### src/rtl/id_exe_reg.sv
// rtl/id_exe_reg.sv - ID/EXE pipeline register with bubble, flush, freeze and event counters
module id_exe_reg #(
  parameter int CNT_W = 16
) (
  input  logic             clk,
  input  logic             rst,
  input  logic             wb_en_in,
  input  logic             mem_r_en_in,
  input  logic             mem_w_en_in,
  input  logic             b_in,
  input  logic             s_in,
  input  logic [3:0]       exe_cmd_in,
  input  logic [31:0]      pc_in,
  input  logic [31:0]      val_rn_in,
  input  logic [31:0]      val_rm_in,
  input  logic             imm_in,
  input  logic [11:0]      shift_operand_in,
  input  logic [23:0]      signed_imm_24_in,
  input  logic [3:0]       dest_in,
  input  logic [3:0]       src1_in,
  input  logic [3:0]       src2_in,
  input  logic             carry_in,
  input  logic             cond_ok,
  input  logic             hazard,
  input  logic             freeze,
  input  logic             flush,
  output logic             wb_en_out,
  output logic             mem_r_en_out,
  output logic             mem_w_en_out,
  output logic             b_out,
  output logic             s_out,
  output logic [3:0]       exe_cmd_out,
  output logic [31:0]      pc_out,
  output logic [31:0]      val_rn_out,
  output logic [31:0]      val_rm_out,
  output logic             imm_out,
  output logic [11:0]      shift_operand_out,
  output logic [23:0]      signed_imm_24_out,
  output logic [3:0]       dest_out,
  output logic [3:0]       src1_out,
  output logic [3:0]       src2_out,
  output logic             carry_out,
  output logic             valid_out,
  output logic [CNT_W-1:0] bubble_cnt,
  output logic [CNT_W-1:0] flush_cnt
);

  localparam logic [CNT_W-1:0] CNT_MAX = '1;

  // A bubble kills side effects but keeps operands visible to forwarding.
  logic bubble;
  assign bubble = hazard | ~cond_ok;

  // Control group: zeroed on flush or bubble, held on freeze.
  always_ff @(posedge clk or negedge rst) begin
    if (!rst) begin
      wb_en_out    <= 1'b0;
      mem_r_en_out <= 1'b0;
      mem_w_en_out <= 1'b0;
      b_out        <= 1'b0;
      s_out        <= 1'b0;
      exe_cmd_out  <= 4'd0;
      valid_out    <= 1'b0;
    end else if (!freeze) begin
      if (flush || bubble) begin
        wb_en_out    <= 1'b0;
        mem_r_en_out <= 1'b0;
        mem_w_en_out <= 1'b0;
        b_out        <= 1'b0;
        s_out        <= 1'b0;
        exe_cmd_out  <= 4'd0;
        valid_out    <= 1'b0;
      end else begin
        wb_en_out    <= wb_en_in;
        mem_r_en_out <= mem_r_en_in;
        mem_w_en_out <= mem_w_en_in;
        b_out        <= b_in;
        s_out        <= s_in;
        exe_cmd_out  <= exe_cmd_in;
        valid_out    <= 1'b1;
      end
    end
  end

  // Data group: cleared only by flush, loads through bubbles, held on freeze.
  always_ff @(posedge clk or negedge rst) begin
    if (!rst) begin
      pc_out            <= 32'd0;
      val_rn_out        <= 32'd0;
      val_rm_out        <= 32'd0;
      imm_out           <= 1'b0;
      shift_operand_out <= 12'd0;
      signed_imm_24_out <= 24'd0;
      dest_out          <= 4'd0;
      src1_out          <= 4'd0;
      src2_out          <= 4'd0;
      carry_out         <= 1'b0;
    end else if (!freeze) begin
      if (flush) begin
        pc_out            <= 32'd0;
        val_rn_out        <= 32'd0;
        val_rm_out        <= 32'd0;
        imm_out           <= 1'b0;
        shift_operand_out <= 12'd0;
        signed_imm_24_out <= 24'd0;
        dest_out          <= 4'd0;
        src1_out          <= 4'd0;
        src2_out          <= 4'd0;
        carry_out         <= 1'b0;
      end else begin
        pc_out            <= pc_in;
        val_rn_out        <= val_rn_in;
        val_rm_out        <= val_rm_in;
        imm_out           <= imm_in;
        shift_operand_out <= shift_operand_in;
        signed_imm_24_out <= signed_imm_24_in;
        dest_out          <= dest_in;
        src1_out          <= src1_in;
        src2_out          <= src2_in;
        carry_out         <= carry_in;
      end
    end
  end

  // Saturating event counters; flush outranks bubble so a cycle counts once.
  always_ff @(posedge clk or negedge rst) begin
    if (!rst) begin
      bubble_cnt <= '0;
      flush_cnt  <= '0;
    end else if (!freeze) begin
      if (flush) begin
        if (flush_cnt != CNT_MAX) flush_cnt <= flush_cnt + 1'b1;
      end else if (bubble) begin
        if (bubble_cnt != CNT_MAX) bubble_cnt <= bubble_cnt + 1'b1;
      end
    end
  end

endmodule

### config.mk
export PLATFORM = sky130hd
export DESIGN_NAME = id_exe_reg
export DESIGN_NICKNAME = d
export VERILOG_FILES = /design/src/rtl/id_exe_reg.sv
export SDC_FILE = /design/constraint.sdc
export NUM_CORES = 1
export LEC_CHECK = 0
export ABC_CLOCK_PERIOD_IN_PS = 2800
export BUFFER_PORTS_ARGS = -buffer_cell sky130_fd_sc_hd__buf_2
export CAP_MARGIN = 20
export CORE_AREA = 2 2 135 137
export DETAILED_ROUTE_END_ITERATION = 16
export DIE_AREA = 0 0 137 139
export GPL_ROUTABILITY_DRIVEN = 0
export GPL_TIMING_DRIVEN = 1
export HOLD_SLACK_MARGIN = 0.1
export MAX_ROUTING_LAYER = met4
export PLACE_DENSITY = 0.85
export SLEW_MARGIN = 10
export SYNTH_ARGS = -nofsm -noshare
export SYNTH_HDL_FRONTEND = slang
export SYNTH_SLANG_ARGS = --single-unit
### constraint.sdc
create_clock -name clk -period 2.8 [get_ports clk]
set_input_delay 0.56 -clock clk [delete_from_list [all_inputs] [get_ports clk]]
set_output_delay 0.56 -clock clk [all_outputs]
set_load 0.03 [all_outputs]
==> metrics <==
CP Capture Type=flip-flop; CTS tree=done; synth unique cells=33; Port Buf Inserts=between 300 and 400; Clock Path Buffers=2; top-count cell post-synth=dfrtp_1; Arr. time, crit path=roughly 2.2 ns; layout cell share with drive strength beyond 1=35.5%; final core utilization=roughly three fifths; main flop type after synthesis=dfrtp_1; # IOs=about 350; Max VDD drop=0.389 mV; Root Buffer=clkbuf_16; r2r setup slk=about 0.94 ns; die height=around 140 um; endpoints failing hold=0; unrepaired setup endpoints after global routing=false; Setup Crit Path Kind=flip-flop to flip-flop; Std-Cell Core Area=between 15000 and 20000 sq um; top post-synthesis cells by area=dfrtp_1 (60%), nand2b_1 (11%), o21ai_0 (8.7%), nand2_1 (7.0%), a22o_1 (2.1%); reg2reg path depth=5; DR vias/cell=between 4 and 5; TritonCTS Sinks=188; P&R area growth vs syn=32.7%; Placement Setup Slack=0.679 ns; routed wire length per instance=~15 um; status=completed; Vias=6535; sequential share of power=about 44%; count of final setup violators=0; final setup margin=~0.94 ns; Clk Latency, worst-skew pair=0.42 ns; asr flop ratio synth=between 90% and 100%; Placed Instances=1299; Post-Layout Cell Count=roughly 1300; H-tree depth=4; GRT overflow=0; Post-CTS Setup Repair Bufs=0; initial core utilization=between 40 and 50%; critical path required time=about 3.1 ns; Ant. Diodes=0; max-slew violation total from the final report=0; vias in the first global route=6358; maximum clock frequency=539 MHz; Min-Delay Path Class=input port to asynchronous set/reset pin; FP Rows=49; CTS buffer count=17; first-pass iteration count of the detailed router=5; worst rel slew slack=35.7%; Die Width=about 140 um; DP Wirelength=approximately 14 mm; Syn Std Cell Area=slightly below 8000 sq um; Net Sw Frac=approximately 30%; DRC=0; yosys warns=0; P_int=~5 mW; Detail Route Antenna Nets=0; post-synth top area cell=dfrtp_1; die area=around 19000 sq um; combinational power share=between 10% and 20%; total track usage=around 22%; r2r startpoint=flush_cnt[0]$_DFFE_PN0P_; synthesized net count=around 930; P per Cell Area=slightly below 700 nW/um^2; clock share of power=between 30% and 40%; CP Max Fanout=5; maxcap violations=0; Post-CTS Hold Buffers=0; post-cts resize count=0; post-synthesis register bit count=between 150 and 200; Seq/Total Area, Yosys=roughly 60%; antenna violations before repair=0; shortest period the worst path allows=about 1.9 ns; crit start category=flip-flop; Least-Margin Pin Slew=around 0.97 ns; Power Total=around 7 mW; top cell type's share of synthesized area=between 60 and 70%; drt first-iter violations=349; end of the worst register-to-register path=flush_cnt[1]$_DFFE_PN0P_; Avg Inst Size Synth=between 10 and 15 sq um; setup TNS=0 ns; Post-Syn Instances=766; layout net count=approximately 1300; clock skew=0.0122 ns; P_sw=2.20 mW; Post-Route WL=roughly 20 mm; most common library cells after synthesis=dfrtp_1 (188), nand2_1 (147), nand2b_1 (138); largest net degree at the start of global routing=between 200 and 250; Pleak=between 5 and 6 nW; CTS clk-pin slew, worst paths=0.07 ns; number of flops mapped to enable cells by yosys=0; global-route wire length before repair=~32 mm; Final Cycle Share=about 66%
[stage by stage]
stage	instance area, sq um	hold WS [ns]
2_1_floorplan	7830	0.264
3_3_place_gp	9750	0.459
3_5_place_dp	9750	0.468
4_1_cts	10400	0.191
5_1_grt	10400	0.202
6_report	10400	0.158
[worst max-delay path: stages (launching register included)]
cell     delay [ns]
dfrtp_1        0.40
ha_1           0.23
nand4_1        0.20
nor3_1         0.37
a21oi_1        0.24
mux2_2         0.31
[placed cells by master, fill, tap and decap left out, types with 2 or more instances in the layout]
cell	count
buf_2	345
dfrtp_1	188
nand2_1	147
nand2b_1	138
o21ai_0	136
a22o_1	19
xnor2_1	17
clkbuf_16	17
nand4_1	14
nor2_1	9
xor2_1	9
and3_1	5
nand3_1	5
nor3_1	5
bufinv_16	5
a21oi_1	4
inv_6	4
buf_4	3
buf_12	3
nor2_2	2
and4_1	2
mux2_2	2
nor3_2	2
ha_1	2
clkinvlp_4	2
[how the worst max path moves through the flow]
stage / start / end / slack [ns] / cells past startpoint
2_1_floorplan: bubble_cnt[0]$_DFFE_PN0P_ / bubble_cnt[6]$_DFFE_PN0P_ / 0.86 / 6
3_3_place_gp: flush / flush_cnt[11]$_DFFE_PN0P_ / 0.76 / 6
3_5_place_dp: flush / flush_cnt[11]$_DFFE_PN0P_ / 0.68 / 6
4_1_cts: bubble_cnt[0]$_DFFE_PN0P_ / bubble_cnt[6]$_DFFE_PN0P_ / 0.96 / 6
5_1_grt: flush_cnt[0]$_DFFE_PN0P_ / flush_cnt[1]$_DFFE_PN0P_ / 0.79 / 5
6_report: flush_cnt[0]$_DFFE_PN0P_ / flush_cnt[1]$_DFFE_PN0P_ / 0.94 / 5
[per-layer routing]
metal / up-vias / part of all wire [%] / GRT usage (%)
met5: - / 0 / -
met4: 0 / 2.5 / 8.36
met3: 38 / 7.6 / 5.30
met2: 259 / 50 / 35.0
met1: 3060 / 40 / 25.7
li1: 3178 / - / -
[registers in the layout, summed over array words and instances (netlist names), 4 cells and up]
register / count
flush_cnt: 16
dest_out: 4
exe_cmd_out: 4
val_rm_out: 32
val_rn_out: 32
shift_operand_out: 12
signed_imm_24_out: 24
pc_out: 32
src1_out: 4
bubble_cnt: 16
src2_out: 4
[kinds of logic after synthesis]
logic type | count (synthesis) | share of synthesized area [%]
AND/OR/NAND/NOR | 335 | 22.3
AO/OA/AOI/OAI | 162 | 11.4
multiplexers | 3 | 0.416
buffers and inverters | 50 | 2.61
adder cells (fa/ha/maj) | 2 | 0.320
flip-flops | 188 | 60.1
XOR/XNOR | 26 | 2.91
[area by class of cell]
class	count	area, sq um
fill	1492	7270
inverter	1	3.75
clock buffer	18	429
tap	229	287
clock inverter	12	209
sequential	188	4700
multi-input combinational	528	2920
timing repair buffer	353	1830
[power groups by stage]
stage / sequential (mW) / clock, mW / combinational [mW]
after CTS: 3.17 / 2.68 / 1.44
after floorplan: 3.71 / 0 / 0.368
after global routing: 3.21 / 2.79 / 1.53
after detailed placement: 3.22 / 0 / 1.43
final: 3.17 / 2.63 / 1.42
after global placement: 3.21 / 0 / 1.41
Note: power is estimated with default switching activity, not from simulation.
